[config.mk]
export PLATFORM = sky130hd
export DESIGN_NAME = hazard_scoreboard
export DESIGN_NICKNAME = d
export VERILOG_FILES = /design/src/rtl/hazard_pkg.sv /design/src/rtl/hs_match_prio.sv /design/src/rtl/hazard_scoreboard.sv
export SDC_FILE = /design/constraint.sdc
export NUM_CORES = 1
export LEC_CHECK = 0
export BUFFER_PORTS_ARGS = -buffer_cell sky130_fd_sc_hd__buf_2
export CAP_MARGIN = 40
export CORE_MARGIN = 4
export CORE_UTILIZATION = 45
export DETAILED_ROUTE_END_ITERATION = 7
export PLACE_DENSITY = 0.68
export SETUP_SLACK_MARGIN = 0.2
export SYNTH_ARGS = -nofsm -noshare
export SYNTH_HDL_FRONTEND = slang
export SYNTH_HIERARCHICAL = 1
export SYNTH_SLANG_ARGS = --single-unit
[constraint.sdc]
create_clock -name clk -period 3.8 [get_ports clk]
set_input_delay 0.57 -clock clk [delete_from_list [all_inputs] [get_ports clk]]
set_output_delay 0.57 -clock clk [all_outputs]
set_load 0.02 [all_outputs]
[src/rtl/hazard_pkg.sv]
// rtl/hazard_pkg.sv - shared types and constants for the hazard scoreboard
package hazard_pkg;

    localparam int DEF_AW = 5;
    localparam int DEF_TW = 3;

    localparam logic [DEF_TW-1:0] TUSE_NONE = '1;
    localparam int                FWD_RF    = 0;
    localparam logic [4:0]        CP0_EPC   = 5'd14;

    typedef struct packed {
        logic              valid;
        logic [DEF_AW-1:0] a3;
        logic [DEF_TW-1:0] tnew;
        logic [DEF_AW-1:0] a1;
        logic [DEF_AW-1:0] a2;
        logic              cp0we;
        logic [4:0]        cp0rd;
        logic              md_start;
        logic              md_div;
    } slot_t;

    // A result never becomes "less ready" than available, so tnew saturates at 0.
    function automatic logic [DEF_TW-1:0] tnew_dec(input logic [DEF_TW-1:0] t);
        return (t == '0) ? t : t - 1'b1;
    endfunction

endpackage

[src/rtl/hs_match_prio.sv]
// rtl/hs_match_prio.sv - youngest-first register match over the stage slots
module hs_match_prio #(
    parameter int NSTAGE = 3,
    parameter int AW     = 5,
    parameter int TW     = 3,
    parameter int FW     = $clog2(NSTAGE+1)
) (
    input  logic [NSTAGE-1:0]    en,
    input  logic [NSTAGE*AW-1:0] a3,
    input  logic [NSTAGE*TW-1:0] tnew,
    input  logic [AW-1:0]        src,
    output logic                 hit,
    output logic [FW-1:0]        k,
    output logic [TW-1:0]        tnew_hit
);

    // Scan oldest to youngest so the youngest match is the last one written.
    always_comb begin
        hit      = 1'b0;
        k        = '0;
        tnew_hit = '0;
        for (int i = NSTAGE - 1; i >= 0; i--) begin
            if (en[i] && a3[i*AW +: AW] == src && src != '0) begin
                hit      = 1'b1;
                k        = FW'(i + 1);
                tnew_hit = tnew[i*TW +: TW];
            end
        end
    end

endmodule

[src/rtl/hazard_scoreboard.sv]
// rtl/hazard_scoreboard.sv - in-flight writer scoreboard: D stall, D/E forward selects, MDU busy
module hazard_scoreboard
    import hazard_pkg::*;
#(
    parameter int NSTAGE   = 3,
    parameter int AW       = DEF_AW,
    parameter int TW       = DEF_TW,
    parameter int MULT_LAT = 5,
    parameter int DIV_LAT  = 10,
    localparam int FW      = $clog2(NSTAGE+1)
) (
    input  logic          clk,
    input  logic          reset,
    input  logic          flush,
    input  logic [AW-1:0] d_a1,
    input  logic [AW-1:0] d_a2,
    input  logic [TW-1:0] d_tuse1,
    input  logic [TW-1:0] d_tuse2,
    input  logic [AW-1:0] d_a3,
    input  logic [TW-1:0] d_tnew,
    input  logic          d_md_start,
    input  logic          d_md_div,
    input  logic          d_md_use,
    input  logic          d_eret,
    input  logic          d_cp0we,
    input  logic [4:0]    d_cp0rd,
    output logic          stall,
    output logic [FW-1:0] fwd_d1,
    output logic [FW-1:0] fwd_d2,
    output logic [FW-1:0] fwd_e1,
    output logic [FW-1:0] fwd_e2,
    output logic          md_busy
);

    localparam int MAXLAT = (DIV_LAT > MULT_LAT) ? DIV_LAT : MULT_LAT;
    localparam int CW     = $clog2(MAXLAT + 1);

    slot_t slots [NSTAGE];
    slot_t aged  [NSTAGE-1];
    slot_t d_slot;
    logic [CW-1:0] md_cnt;

    logic [NSTAGE-1:0]    vld, vld_e;
    logic [NSTAGE*AW-1:0] a3_v;
    logic [NSTAGE*TW-1:0] tn_v;

    logic          hit_d1, hit_d2, hit_e1, hit_e2;
    logic [FW-1:0] k_d1, k_d2, k_e1, k_e2;
    logic [TW-1:0] tn_d1, tn_d2, tn_e1, tn_e2;
    logic          src_stall1, src_stall2, md_stall, cp0_hazard;

    always_comb begin
        vld  = '0;
        a3_v = '0;
        tn_v = '0;
        for (int i = 0; i < NSTAGE; i++) begin
            vld[i]            = slots[i].valid;
            a3_v[i*AW +: AW]  = slots[i].a3;
            tn_v[i*TW +: TW]  = slots[i].tnew;
        end
        // E-stage operands only look at strictly older instructions.
        vld_e    = vld;
        vld_e[0] = 1'b0;
    end

    hs_match_prio #(.NSTAGE(NSTAGE), .AW(AW), .TW(TW), .FW(FW)) u_match_d1 (
        .en(vld), .a3(a3_v), .tnew(tn_v), .src(d_a1), .hit(hit_d1), .k(k_d1), .tnew_hit(tn_d1));
    hs_match_prio #(.NSTAGE(NSTAGE), .AW(AW), .TW(TW), .FW(FW)) u_match_d2 (
        .en(vld), .a3(a3_v), .tnew(tn_v), .src(d_a2), .hit(hit_d2), .k(k_d2), .tnew_hit(tn_d2));
    hs_match_prio #(.NSTAGE(NSTAGE), .AW(AW), .TW(TW), .FW(FW)) u_match_e1 (
        .en(vld_e), .a3(a3_v), .tnew(tn_v), .src(slots[0].a1), .hit(hit_e1), .k(k_e1), .tnew_hit(tn_e1));
    hs_match_prio #(.NSTAGE(NSTAGE), .AW(AW), .TW(TW), .FW(FW)) u_match_e2 (
        .en(vld_e), .a3(a3_v), .tnew(tn_v), .src(slots[0].a2), .hit(hit_e2), .k(k_e2), .tnew_hit(tn_e2));

    always_comb begin
        cp0_hazard = 1'b0;
        for (int i = 0; i < NSTAGE - 1; i++) begin
            if (slots[i].valid && slots[i].cp0we && slots[i].cp0rd == CP0_EPC)
                cp0_hazard = 1'b1;
        end
    end

    assign md_busy    = (md_cnt != '0);
    assign src_stall1 = (d_tuse1 != TUSE_NONE) && hit_d1 && (tn_d1 > d_tuse1);
    assign src_stall2 = (d_tuse2 != TUSE_NONE) && hit_d2 && (tn_d2 > d_tuse2);
    assign md_stall   = d_md_use && (md_busy || (slots[0].valid && slots[0].md_start));
    assign stall      = src_stall1 || src_stall2 || md_stall || (d_eret && cp0_hazard);

    assign fwd_d1 = (hit_d1 && tn_d1 == '0) ? k_d1 : FW'(FWD_RF);
    assign fwd_d2 = (hit_d2 && tn_d2 == '0) ? k_d2 : FW'(FWD_RF);
    assign fwd_e1 = (hit_e1 && tn_e1 == '0) ? k_e1 : FW'(FWD_RF);
    assign fwd_e2 = (hit_e2 && tn_e2 == '0) ? k_e2 : FW'(FWD_RF);

    always_comb begin
        d_slot          = '0;
        d_slot.valid    = 1'b1;
        d_slot.a3       = d_a3;
        d_slot.tnew     = d_tnew;
        d_slot.a1       = d_a1;
        d_slot.a2       = d_a2;
        d_slot.cp0we    = d_cp0we;
        d_slot.cp0rd    = d_cp0rd;
        d_slot.md_start = d_md_start;
        d_slot.md_div   = d_md_div;
        for (int i = 0; i < NSTAGE - 1; i++) begin
            aged[i]      = slots[i];
            aged[i].tnew = tnew_dec(slots[i].tnew);
        end
    end

    always_ff @(posedge clk) begin
        if (reset || flush) begin
            for (int i = 0; i < NSTAGE; i++)
                slots[i] <= '0;
        end else begin
            slots[0] <= stall ? '0 : d_slot;
            for (int i = 1; i < NSTAGE; i++)
                slots[i] <= aged[i-1];
        end
    end

    // The MDU runs on independently of pipeline flushes and stalls.
    always_ff @(posedge clk) begin
        if (reset)
            md_cnt <= '0;
        else if (slots[0].valid && slots[0].md_start)
            md_cnt <= slots[0].md_div ? CW'(DIV_LAT) : CW'(MULT_LAT);
        else if (md_cnt != '0)
            md_cnt <= md_cnt - 1'b1;
    end

endmodule
# ---- After elaboration in Yosys (flattened, before gate mapping)
# Memory sizes are Yosys's and may differ from the RTL's.
# Index checks and enable logic that the tools add are counted.
dict set report word_totals {
  ramBits 81
  input_bits 37
  regBits 4
  n_memories 1
}
# memory words word_bits read_ports rd_clocked_by_memory_dff write_ports line_no
set memory_table {}
lappend memory_table {slots 3 27 3 0 3 hazard_scoreboard.sv:38} ;# slot_t slots [NSTAGE];
dict set report op_classes {
  order_cmp 2
  n_reduce_logical 52
  eq_ne 14
  n_addsub 3
  bitwise 3
  muxes 48
}
# operator count
set op_table {}
lappend op_table {{$mux W27} 4}
lappend op_table {{$eq A5 B5 Y1} 10}
lappend op_table {{$mux W3} 12}
lappend op_table {{$logic_and A1 B1 Y1} 35}
lappend op_table {{$mux W2} 14}
lappend op_table {{$reduce_bool A5 Y1} 4}
lappend op_table {{$logic_not A3 Y1} 6}
lappend op_table {{$mux W1} 15}
lappend op_table {{$mux W4} 3}
lappend op_table {{$eq A5 B4 Y1 const B} 2}
lappend op_table {{$gt A3 B3 Y1} 2}
lappend op_table {{$ne A3 B3 Y1 const B} 2}
lappend op_table {{$sub A3 B1 Y3 const B} 2}
lappend op_table {{$logic_or A1 B1 Y1} 5}
lappend op_table {{$reduce_bool A4 Y1} 1}
lappend op_table {{$sub A4 B1 Y4 const B} 1}
lappend op_table {{$or A1 B1 Y1} 3}
lappend op_table {{$reduce_bool A2 Y1} 1}

# ---- Depth between registers and ports, before layout
# Gate-level depths: netlist of the first run.
# An unclocked memory read counts as a cell.
dict set report depth {
  ltp_word 14
  depth_mapped 14
}

# ---- By module
# Netlist of the first run, hierarchy kept.
# mod instances cells_each area_each_um2
set by_module_without_submodules {}
lappend by_module_without_submodules {hazard_scoreboard 1 206 2100.8}
lappend by_module_without_submodules {hs_match_prio 4 44 292.8}

# ---- Worst setup path after synthesis of the first run
# OpenSTA, ideal clock, no wires.
dict set report synth_path {
  path_kind {input -> output}
  start {input port d_a1[0]}
  end {output port stall}
  path_stages 12
  arrival_time_ns 3.068
  setup_slack_ns 0.162
  n_path_buf 1
  cell_sequence {or4_1 -> nor2_2 -> or4_1 -> buf_6 -> nor2_1 -> a31oi_1 -> ha_1 -> nor2b_1 -> o21ai_0 -> a21oi_1 -> or2b_1 -> or3b_2}
}
dict set report synth_via {
  elab_chain_cells 11
  elab_cells_between_ends 22
}
# element line_no
set synth_lines {}
lappend synth_lines {{from (decl)} hazard_scoreboard.sv:15} ;# input logic [AW-1:0] d_a1,
lappend synth_lines {{$eq A5 B5 Y1} hs_match_prio.sv:23} ;# if (en[i] && a3[i*AW +: AW] == src && src != '0) begin
lappend synth_lines {{$logic_and A1 B1 Y1 (2 in a row)} hs_match_prio.sv:23}
lappend synth_lines {{$mux W3 (2 in a row)} hs_match_prio.sv:23}
lappend synth_lines {{$mux W3 (*)} hs_match_prio.sv:23}
lappend synth_lines {{named net tn_d1[1]} hazard_scoreboard.sv:49} ;# logic [TW-1:0] tn_d1, tn_d2, tn_e1, tn_e2;
lappend synth_lines {{$gt A3 B3 Y1 (*)} hazard_scoreboard.sv:84} ;# assign src_stall1 = (d_tuse1 != TUSE_NONE) && hit_d1 && (tn_d1 > d_tuse1);
lappend synth_lines {{$logic_and A1 B1 Y1 (*)} hazard_scoreboard.sv:84}
lappend synth_lines {{$logic_or A1 B1 Y1 (*) (3 in a row)} hazard_scoreboard.sv:87} ;# assign stall = src_stall1 || src_stall2 || md_stall || (d_eret && cp0_hazard);
lappend synth_lines {{to (decl)} hazard_scoreboard.sv:27} ;# output logic stall,
# The timed path passes the listed nets; every way through them passes the cells marked *.

# ---- Worst setup path after layout of the first run
dict set report layout_path {
  start {input port d_a1[3]}
  end {output port stall}
}
# Same word-level chain as after synthesis.

==> impl_metrics.csv, run 1 <==
group,metric,value,unit
status,status,"finished clean",
yosys,netlist_area,0.00327,sq mm
placed_design,io_buffers,46,
yosys,synth-seq-area-share,33.7,%
min_path,min_path_cells,1,
critical_path,cp-start-kind,"primary input",
yosys,synth_top_cell_by_area,"dfxtp_1",
yosys,yosysMostFrequentCell,"dfxtp_1",
critical_path,critPathArrivalTime,3.14,ns
sta,slew-limit-headroom,66.1,%
critical_path,worst-endpoint-required,3.23,ns
die,die_y,93.3,um
routing,dr.pass1.iters,4,
critical_path,cp.depth,13,
critical_path,end_kind,"output pin",
clock_network,cts-htree-levels,2,
yosys,ys_ff_latch,55,
routing,drcViolationCount,0,
yosys,synth_top_area_share,33.7,%
critical_path,critPathBufInv,2,
yosys,yosysUniqueCellTypes,32,
global_routing,grt_antenna_before_repair,0,
yosys,synth_edf_count,0,
critical_path,slowest_delay,0.55,ns
yosys,synth_commonest_cells,"dfxtp_1 (55), xnor2_1 (53), and2_1 (38)",
sta,setup_tns,0,ns
clock_network,tritoncts,"built",
layout,nNetsFinal,511,
sta,finalCriticalPeriod,3.71,ns
sta,finClkSkew,0.0128,ns
sta,hold_viol,0,
routing,wirelength,7.69,mm
sta,drv_slew,0,
routing,ant_nets,0,
sta,fmaxAchievable,269,MHz
routing,num_vias,2716,
critical_path,ff2ff_path_depth,14,
critical_path,slowest_stage,"or4_4",
global_routing,track_usage,17.8,%
layout,final_util,58.3,%
sta,finalCritPeriodShare,97.7,%
critical_path,crit_path_frequent_cell,"or4_4",
die,die_width,93.3,um
critical_path,crit_family,"simple AND/OR/NAND/NOR gates",
layout,layout-drive-gt1-share,28.2,%
yosys,synth_warnings,6,
layout,multiInputGateArea,0.00209,sq mm
die,rows,30,
layout,syn_to_final_growth,23.8,%
sta,worst_pin_slew,0.504,ns
clock_network,numCtsBuffers,5,
yosys,synth_cells,382,
power_and_ir_drop,p_leak,1.71,nW
routing,wl_per_cell,13.8,um
critical_path,path_class,"primary input to output pin",
yosys,synth_area_per_cell,8.57,sq um
critical_path,crit_chain,"buf_8, or4_4, nor2_4, or4_4, nor2_1, a31oi_2, ha_1, nor2b_1, o21ai_1, a21oi_2, or2b_1, or3b_4, buf_6",
min_path,hold_path_class,"flip-flop to flip-flop",
yosys,synth_async_sr_flop_share,0,%
yosys,synth_ff_type,"dfxtp_1",
global_routing,grt_pass1_vias,2642,
layout,num_antenna_cells,0,
clock_network,cts_max_path_buffers,2,
die,io_pins,47,
sta,final-setup-viol-count,0,
routing,first_iter_violations,146,
power_and_ir_drop,vdd_drop_max,225,uV
yosys,yosys-top-cells-area,"dfxtp_1 (34%), xnor2_1 (14%), and2_1 (7.3%)",
layout,fill_cells,607,
global_routing,grt_max_degree,22,
placed_design,hpwl,5.87,mm
layout,seq_area,0.00110,sq mm
clock_network,hold_buffers,0,
global_routing,grt_remaining_overflow,0,
die,start_util,47.1,%
clock_network,cts_num_sinks,55,
power_and_ir_drop,power_density,385,mW/mm^2
clock_network,clkTransAtPathRegs,0.10,ns
routing,vias_per_cell,4.88,
sta,rsz0062_at_grt,"yes",
placed_design,gp_congestion,0.967,
die,fp.coreArea,0.00694,sq mm
die,die_area,0.00870,sq mm
flow_run,maxCapViolCount,0,
critical_path,crit_fanout,6,
global_routing,grt_pass1_wl,12.3,mm
clock_network,cts-root-buf,"clkbuf_8",
clock_network,worstSkewPairLatency,0.31,ns
==> stage by stage <==
stage	setup slack (ns)	power (W)	area (sq um)	hold WS, ns	std cells
2_1_floorplan	0.263	0.000994	3280	0.420	383
3_3_place_gp	-0.0761	0.00109	3770	0.435	546
3_5_place_dp	-0.121	0.00110	3770	0.441	546
4_1_cts	0.0993	0.00156	4010	0.449	557
5_1_grt	0.00777	0.00164	4050	0.462	557
6_report	0.0858	0.00156	4050	0.450	557
==> sequential cells by signal (all words and copies together) (netlist names) <==
signal,count
md_cnt,4
slots,51
==> logic make-up after synthesis <==
family,synth area share [%]
xor gates and xnor gates,17.4
AOI/OAI and AO/OA,5.09
other,0.115
buffers and inverters,5.51
and+or+nand+nor,32.9
adders and majority gates,5.35
DFF,33.7
==> layout make-up <==
class                      count  share of cell area [%]
inverter                      27                    2.50
sequential                    55                    27.2
timing repair buffer          79                    12.4
clock inverter                 2                    1.48
tap                           96                    2.96
multi-input combinational    292                    51.7
clock buffer                   6                    1.79
==> layout by cell type, fill, tap and decap left out, types with 3 or more instances in the layout <==
cell | netlist | final
dfxtp_1 | 55 | 55
xnor2_1 | 53 | 52
buf_2 | 0 | 42
and2_1 | 38 | 38
buf_4 | 0 | 34
nand2_1 | 31 | 31
nor2_1 | 27 | 27
inv_1 | 26 | 26
and2_2 | 17 | 17
ha_1 | 14 | 13
xor2_1 | 12 | 12
nand4_1 | 12 | 12
nand3b_1 | 12 | 12
nor3_1 | 11 | 9
a31oi_1 | 12 | 8
nand3_1 | 6 | 6
a21oi_1 | 8 | 6
nor3_2 | 4 | 6
o21ai_0 | 7 | 5
clkbuf_8 | 0 | 5
nor4b_1 | 4 | 4
or4_4 | 0 | 4
or4_1 | 8 | 4
a31oi_2 | 0 | 3
==> routing by layer <==
metal | share of wire, % | GRT usage (%) | wire length, um | up-vias
li1 | - | - | - | 1411
met1 | 47 | 22.6 | 3630 | 1252
met2 | 48 | 31.2 | 3700 | 48
met3 | 3.9 | 2.57 | 297 | 5
met4 | 0.82 | 4.88 | 63 | 0
met5 | 0 | 0 | 0 | -
==> report_power, final <==
group | internal [W] | total, W | leakage, nW | switching (W)
clock | 0.000263 | 0.000451 | 0.0654 | 0.000187
combinational | 0.000214 | 0.000433 | 1.19 | 0.000219
sequential | 0.000626 | 0.000676 | 0.448 | 0.0000498
==> timing repair <==
item / CTS / global route
gates resized for setup: 22 / 5
pin swaps: 8 / 5
endpoints found under the setup margin: 1 / 1
buffers inserted: 3 / 0
==> worst paths after layout <==
path / startpoint / endpoint / slack, ns
setup / recovery: d_a1[3] / stall / 0.09
hold / removal: slots[0][7] / slots[0][34] / 0.45
setup reg to reg: slots[0][23] / slots[0][23] / 0.71
hold reg to reg: slots[0][7] / slots[0][34] / 0.45
Power figures use the tool's default switching activity.
==> run 2: changes to the inputs <==
ABC_AREA = 1   (was unset)
PLACE_DENSITY = 0.67   (was 0.68)
==> impl_metrics.csv, run 2 <==
group,metric,value,unit
status,status,"finished clean",
global_routing,grt_max_degree,21,
die,die_width,104,um
yosys,synth_top_area_share,26.6,%
sta,finalCriticalPeriod,3.32,ns
clock_network,hold_buffers,0,
global_routing,grt_pass1_vias,3713,
power_and_ir_drop,power_frac_comb,33.8,%
critical_path,endpoint,"stall",
placed_design,pre_cts_ws,0.639,ns
placed_design,hpwl,7.68,mm
die,fp.coreArea,0.00885,sq mm
layout,top_regs,"slots x51, md_cnt x4",
clock_network,cts-root-buf,"clkbuf_8",
layout,layout-drive-gt1-share,21.7,%
sta,finalCritPeriodShare,87.4,%
routing,wl_per_cell,11.2,um
sta,finClkSkew,0.0147,ns
power_and_ir_drop,power_frac_seq,44.7,%
clock_network,clkTransAtPathRegs,0.10,ns
critical_path,worst-endpoint-required,3.23,ns
die,die_area,0.0108,sq mm
routing,wirelength,9.37,mm
routing,first_iter_violations,130,
routing,num_vias,3914,
placed_design,gp_congestion,0.811,
critical_path,critPathArrivalTime,2.75,ns
layout,largest_reg_flops,51,
critical_path,r2r-start,"slots[0][49]",
clock_network,cts_setup_buffers,0,
yosys,synth_async_sr_flop_share,0,%
min_path,hold_path_class,"flip-flop to flip-flop",
die,io_pins,47,
yosys,synth_cells,680,
layout,nNetsFinal,782,
critical_path,worst_r2r_endpoint,"slots[0][20]",
yosys,yosysUniqueCellTypes,25,
global_routing,grt_pass1_wl,16.3,mm
critical_path,path_class,"flip-flop to output pin",
yosys,synth_ff_type,"dfxtp_1",
clock_network,worstSkewPairLatency,0.31,ns
power_and_ir_drop,vdd_drop_max,309,uV
yosys,netlist_area,0.00414,sq mm
layout,num_antenna_cells,0,
die,die_y,104,um
routing,drcViolationCount,0,
power_and_ir_drop,swShare,38.3,%
placed_design,io_buffers,46,
sta,final-setup-viol-count,0,
yosys,synth_top_cell_by_area,"dfxtp_1",
critical_path,end_kind,"output pin",
sta,setup_slack,0.478,ns
layout,syn_to_final_growth,10.7,%
sta,rsz0062_at_grt,"no",
clock_network,cts_max_path_buffers,2,
sta,drv_slew,0,
routing,vias_per_cell,4.66,
die,rows,34,
layout,top_register,"slots",
yosys,ys_ff_latch,55,
critical_path,cp-start-kind,"flip-flop",
flow_run,maxCapViolCount,0,
sta,setup_tns,0,ns
layout,mostFrequentLayoutCells,"nand2_1 (194), inv_1 (136), nor2_1 (90), dfxtp_1 (55), buf_2 (46)",
clock_network,cts_num_sinks,55,
power_and_ir_drop,switchingPower,0.000598,W
global_routing,grt_remaining_overflow,0,
power_and_ir_drop,power_density,341,mW/mm^2
global_routing,track_usage,18.0,%
global_routing,grt_antenna_before_repair,0,
yosys,yosysMostFrequentCell,"nand2_1",
routing,ant_nets,0,
yosys,synth_commonest_cells,"nand2_1 (194), inv_1 (136), nor2_1 (90)",
yosys,synth_edf_count,0,
critical_path,crit_start,"slots[0][49]",
power_and_ir_drop,clock_power_share,21.5,%
clock_network,cts-htree-levels,2,
critical_path,ff2ff_path_depth,18,
die,start_util,46.8,%
yosys,yosys-top-cells-area,"dfxtp_1 (27%), nand2_1 (18%), inv_1 (12%)",
clock_network,tritoncts,"built",
clock_network,numCtsBuffers,5,
clock_network,post_cts_resized,0,
yosys,synth-seq-area-share,26.6,%
layout,layout_commonest_cell,"nand2_1",
critical_path,rrSetupSlack,0.93,ns
routing,dr.pass1.iters,4,
layout,final_util,51.8,%
yosys,synth_warnings,6,
critical_path,crit_fanout,9,
layout,fill_cells,919,
sta,worst_pin_slew,0.644,ns
sta,fmaxAchievable,301,MHz
sta,slew-limit-headroom,57.0,%
power_and_ir_drop,cell_internal_pwr,0.000963,W
power_and_ir_drop,p_leak,2.22,nW
sta,hold_viol,0,
yosys,synth_area_per_cell,6.09,sq um
[run 2: metrics by stage]
stage	area (sq um)	power [W]	hold slack, ns	std cells
floorplan	4140	0.00111	0.408	681
global placement	4490	0.00122	0.414	832
detailed placement	4490	0.00124	0.421	832
CTS	4580	0.00158	0.437	840
global route	4580	0.00168	0.451	840
finish	4580	0.00156	0.434	840
[run 2: layout make-up]
class,count,area (sq um),share of cell area (%)
tap,108,135,2.95
clock buffer,5,68.8,1.50
clock inverter,3,26.3,0.573
timing repair buffer,47,238,5.19
inverter,164,626,13.7
sequential,55,1100,24.0
multi-input combinational,458,2390,52.1
[run 2: per-layer routing]
| metal | track usage, % | routed length [um] | part of all wire (%) |
|---|---|---|---|
| met2 | 33.1 | 4630 | 49 |
| met1 | 21.6 | 4130 | 44 |
| met4 | 5.51 | 155 | 1.7 |
| met3 | 2.73 | 457 | 4.9 |
| met5 | 0 | 0 | 0 |
[run 2: logic make-up (layout without fill, tap and decap cells)]
group	count (synthesis)	in the layout	share of synthesized area, %
DFF	55	55	26.6
buffers and inverters	168	219	15.8
other	1	2	0.0906
and+or+nand+nor	393	393	44.9
AOI/OAI and AO/OA	36	36	5.56
adders and majority gates	14	14	4.23
xor gates and xnor gates	13	13	2.75
[run 2: critical path, stage by stage (launching register included)]
cell and delay (ns):
dfxtp_1 0.61, inv_1 0.08, nand2_1 0.10, nand2_1 0.07
inv_1 0.05, nand2_1 0.08, nor2_4 0.14, nand3_1 0.08
nand2_1 0.09, inv_2 0.04, a21oi_2 0.15, ha_1 0.27
nand3_1 0.09, nand3_1 0.07, nor2_1 0.22, nor2_4 0.06
nand3_1 0.08, buf_2 0.17
[run 2: how the worst min path moves through the flow]
stage	cells after the start	start	endpoint	slack, ns
finish	2	slots[0][5]	slots[0][32]	0.43
global placement	2	slots[0][6]	slots[0][33]	0.41
detailed placement	2	slots[0][3]	slots[0][30]	0.42
floorplan	2	slots[0][3]	slots[0][30]	0.41
global route	3	d_md_start	slots[0][1]	0.45
CTS	2	slots[0][5]	slots[0][32]	0.44
[run 2: power groups by stage]
stage	combinational [W]	clock, W	sequential (W)
6_report	0.000528	0.000336	0.000697
5_1_grt	0.000604	0.000370	0.000707
4_1_cts	0.000529	0.000349	0.000698
3_5_place_dp	0.000526	0	0.000712
3_3_place_gp	0.000511	0	0.000709
2_1_floorplan	0.000419	0	0.000689
==> run 3: changes to the inputs <==
PLACE_DENSITY = 0.68   (was 0.67)
SYNTH_HIERARCHICAL = unset   (was 1)
==> impl_metrics.csv, run 3 <==
group,metric,value,unit
clock_network,cts_num_sinks,55,
layout,top_register,"slots",
power_and_ir_drop,p_leak,1.81,nW
global_routing,grt_remaining_overflow,0,
clock_network,clkTransAtPathRegs,0.11,ns
layout,top_regs,"slots x51, md_cnt x4",
critical_path,end_kind,"output pin",
yosys,synth_top_area_share,34.3,%
sta,rsz0062_at_grt,"no",
global_routing,grt_pass1_vias,3023,
global_routing,grt_max_degree,28,
power_and_ir_drop,swShare,34.0,%
global_routing,grt_antenna_before_repair,0,
layout,nNetsFinal,587,
die,die_width,92.5,um
yosys,synthMuxAreaShare,0,%
layout,num_antenna_cells,0,
routing,dr.pass1.iters,4,
placed_design,io_buffers,46,
sta,fmaxAchievable,304,MHz
critical_path,critPathBufInv,5,
critical_path,crit_family,"simple AND/OR/NAND/NOR gates",
yosys,synth_edf_count,0,
routing,num_vias,3115,
layout,layout-drive-gt1-share,17.3,%
power_and_ir_drop,vdd_drop_max,311,uV
yosys,synth_nets,537,
min_path,min_path_cells,2,
power_and_ir_drop,switchingPower,0.000461,W
die,start_util,46.7,%
clock_network,cts_max_path_buffers,2,
die,die_y,92.5,um
yosys,synth_compound_area_share,7.79,%
routing,vias_per_cell,4.91,
clock_network,cts_setup_buffers,0,
global_routing,met2_usage,33.4,%
global_routing,use_met1,23.6,%
critical_path,worst-endpoint-required,3.23,ns
power_and_ir_drop,power_density,372,mW/mm^2
global_routing,track_usage,18.9,%
critical_path,critPathArrivalTime,2.72,ns
yosys,synthSimpleGateAreaFrac,37.6,%
layout,syn_to_final_growth,13.5,%
die,fp.coreArea,0.00687,sq mm
yosys,synth_cells,488,
sta,drv_slew,0,
critical_path,slowest_stage,"ha_1",
die,rows,30,
global_routing,gr-usage-met3,3.49,%
clock_network,cts-htree-levels,2,
routing,ant_nets,0,
yosys,netlist_area,0.00321,sq mm
yosys,synth_ff_type,"dfxtp_1",
layout,mostFrequentLayoutCells,"nand2_1 (133), inv_1 (78), nor2_1 (67), dfxtp_1 (53), buf_2 (46)",
layout,largest_reg_flops,51,
power_and_ir_drop,power_frac_seq,49.0,%
clock_network,cts-root-buf,"clkbuf_8",
global_routing,busiest_layer,"met2",
yosys,synth_area_per_cell,6.58,sq um
yosys,synth_top_cell_by_area,"dfxtp_1",
yosys,yosys-top-cells-area,"dfxtp_1 (34%), nand2_1 (16%), inv_1 (9.1%)",
sta,hold_viol,0,
flow_run,maxCapViolCount,0,
critical_path,cp.depth,19,
yosys,synth_warnings,0,
sta,slew-limit-headroom,54.0,%
yosys,synth_async_sr_flop_share,0,%
sta,finalCriticalPeriod,3.29,ns
die,die_area,0.00855,sq mm
clock_network,tritoncts,"built",
sta,final-setup-viol-count,0,
global_routing,grt_pass1_wl,13.2,mm
min_path,hold_path_class,"flip-flop to flip-flop",
routing,first_iter_violations,188,
power_and_ir_drop,clock_power_share,25.8,%
placed_design,hpwl,6.23,mm
critical_path,path_class,"primary input to output pin",
clock_network,worstSkewPairLatency,0.32,ns
yosys,synth_top_family_by_area,"simple AND/OR/NAND/NOR gates",
clock_network,numCtsBuffers,5,
critical_path,crit_path_frequent_cell,"nand2_1",
sta,finalCritPeriodShare,86.7,%
placed_design,gp_congestion,0.847,
critical_path,crit_fanout,6,
critical_path,slowest_delay,0.30,ns
routing,wl_per_cell,12.0,um
sta,finClkSkew,0.0144,ns
power_and_ir_drop,power_frac_comb,25.2,%
critical_path,crit_chain,"buf_2, inv_1, nand2_1, nor2_2, nor2_1, nand2_1, nand2_1, inv_1, nand2_1, nand2_1, inv_1, ha_1, nand2_1, o21ai_0, nand2_1, a31oi_1, nand2_2, nand3_1, buf_2",
critical_path,ff2ff_path_depth,15,
layout,layout_commonest_cell,"nand2_1",
status,status,"finished clean",
sta,setup_tns,0,ns
yosys,synth_commonest_cells,"nand2_1 (133), inv_1 (78), nor2_1 (67)",
die,io_pins,47,
yosys,synthXorXnorAreaFrac,4.64,%
critical_path,cp-start-kind,"primary input",
yosys,yosysMostFrequentCell,"nand2_1",
layout,final_util,53.1,%
yosys,synthAdderAreaFrac,4.68,%
sta,worst_pin_slew,0.688,ns
yosys,ys_ff_latch,55,
yosys,synth-seq-area-share,34.3,%
yosys,yosysUniqueCellTypes,35,
power_and_ir_drop,cell_internal_pwr,0.000895,W
routing,wirelength,7.61,mm
routing,drcViolationCount,0,
==> run 3: cell types whose count changed after synthesis, moves of 4 or more <==
| cell | previous run | this run |
|---|---|---|
| nand3_1 | 32 | 21 |
| o21ai_0 | 8 | 14 |
| inv_4 | 4 | 0 |
| inv_1 | 136 | 78 |
| a21oi_2 | 12 | 0 |
| nor2_1 | 90 | 67 |
| nor2_2 | 21 | 17 |
| nand2_1 | 194 | 133 |
| nor2_4 | 24 | 4 |
| inv_2 | 24 | 8 |
| nand2_2 | 13 | 4 |
| nor3_1 | 3 | 9 |
==> run 3: per-stage QoR <==
step	hold WS [ns]	cell area (sq um)	power, W	setup slack, ns	cells
2_1_floorplan	0.408	3210	0.000922	0.924	488
3_3_place_gp	0.417	3530	0.00101	0.588	627
3_5_place_dp	0.421	3530	0.00102	0.536	627
4_1_cts	0.436	3640	0.00137	0.376	635
5_1_grt	0.427	3640	0.00145	0.209	635
6_report	0.436	3640	0.00136	0.506	635
==> run 3: repair_timing <==
| item | 4_1_cts | 5_1_grt |
|---|---|---|
| resized for setup | 0 | 4 |
| endpoints found under the setup margin | 0 | 1 |
| hold buffers | 0 | 0 |
| hold endpoints to repair | 0 | 0 |
==> run 3: final timing paths <==
| kind | from | endpoint | slack, ns |
|---|---|---|---|
| worst max register to register | slots[0][48] | slots[0][12] | 0.97 |
| worst min register to register | slots[0][2] | slots[0][29] | 0.44 |
| worst max-delay path | d_a1[3] | stall | 0.51 |
| worst min-delay path | slots[0][2] | slots[0][29] | 0.44 |
==> run 3: per-layer routing <==
metal / part of all wire, % / wire (um)
met1: 44 / 3360
met5: 0 / 0
met2: 50 / 3770
met4: 1.3 / 97
met3: 5.0 / 377
==> run 3: layout make-up <==
cell class / instances / area, sq um
clock inverter: 3 / 33.8
multi-input combinational: 343 / 1760
fill: 696 / 3220
sequential: 55 / 1100
inverter: 87 / 327
tap: 96 / 120
clock buffer: 5 / 68.8
timing repair buffer: 46 / 230
==> run 3: worst min-delay path: cells and delay by family, from the launching register on <==
family                 cells  cell delay, ns
flip-flops                 1            0.33
buffers and inverters      1            0.05
AND/OR/NAND/NOR            1            0.04
==> run 3: cell families after synthesis <==
kind of cell               count (synthesis)
AOI/OAI and AO/OA                         43
xor gates and xnor gates                  17
adders and majority gates                 12
buffers and inverters                     90
DFF                                       55
and+or+nand+nor                          271
==> run 3: power by group through the flow <==
stage               clock [W]  combinational, W  sequential [W]
detailed placement          0          0.000343        0.000677
CTS                  0.000360          0.000344        0.000664
floorplan                   0          0.000255        0.000667
global route         0.000391          0.000389        0.000672
finish               0.000350          0.000342        0.000664
global placement            0          0.000330        0.000677
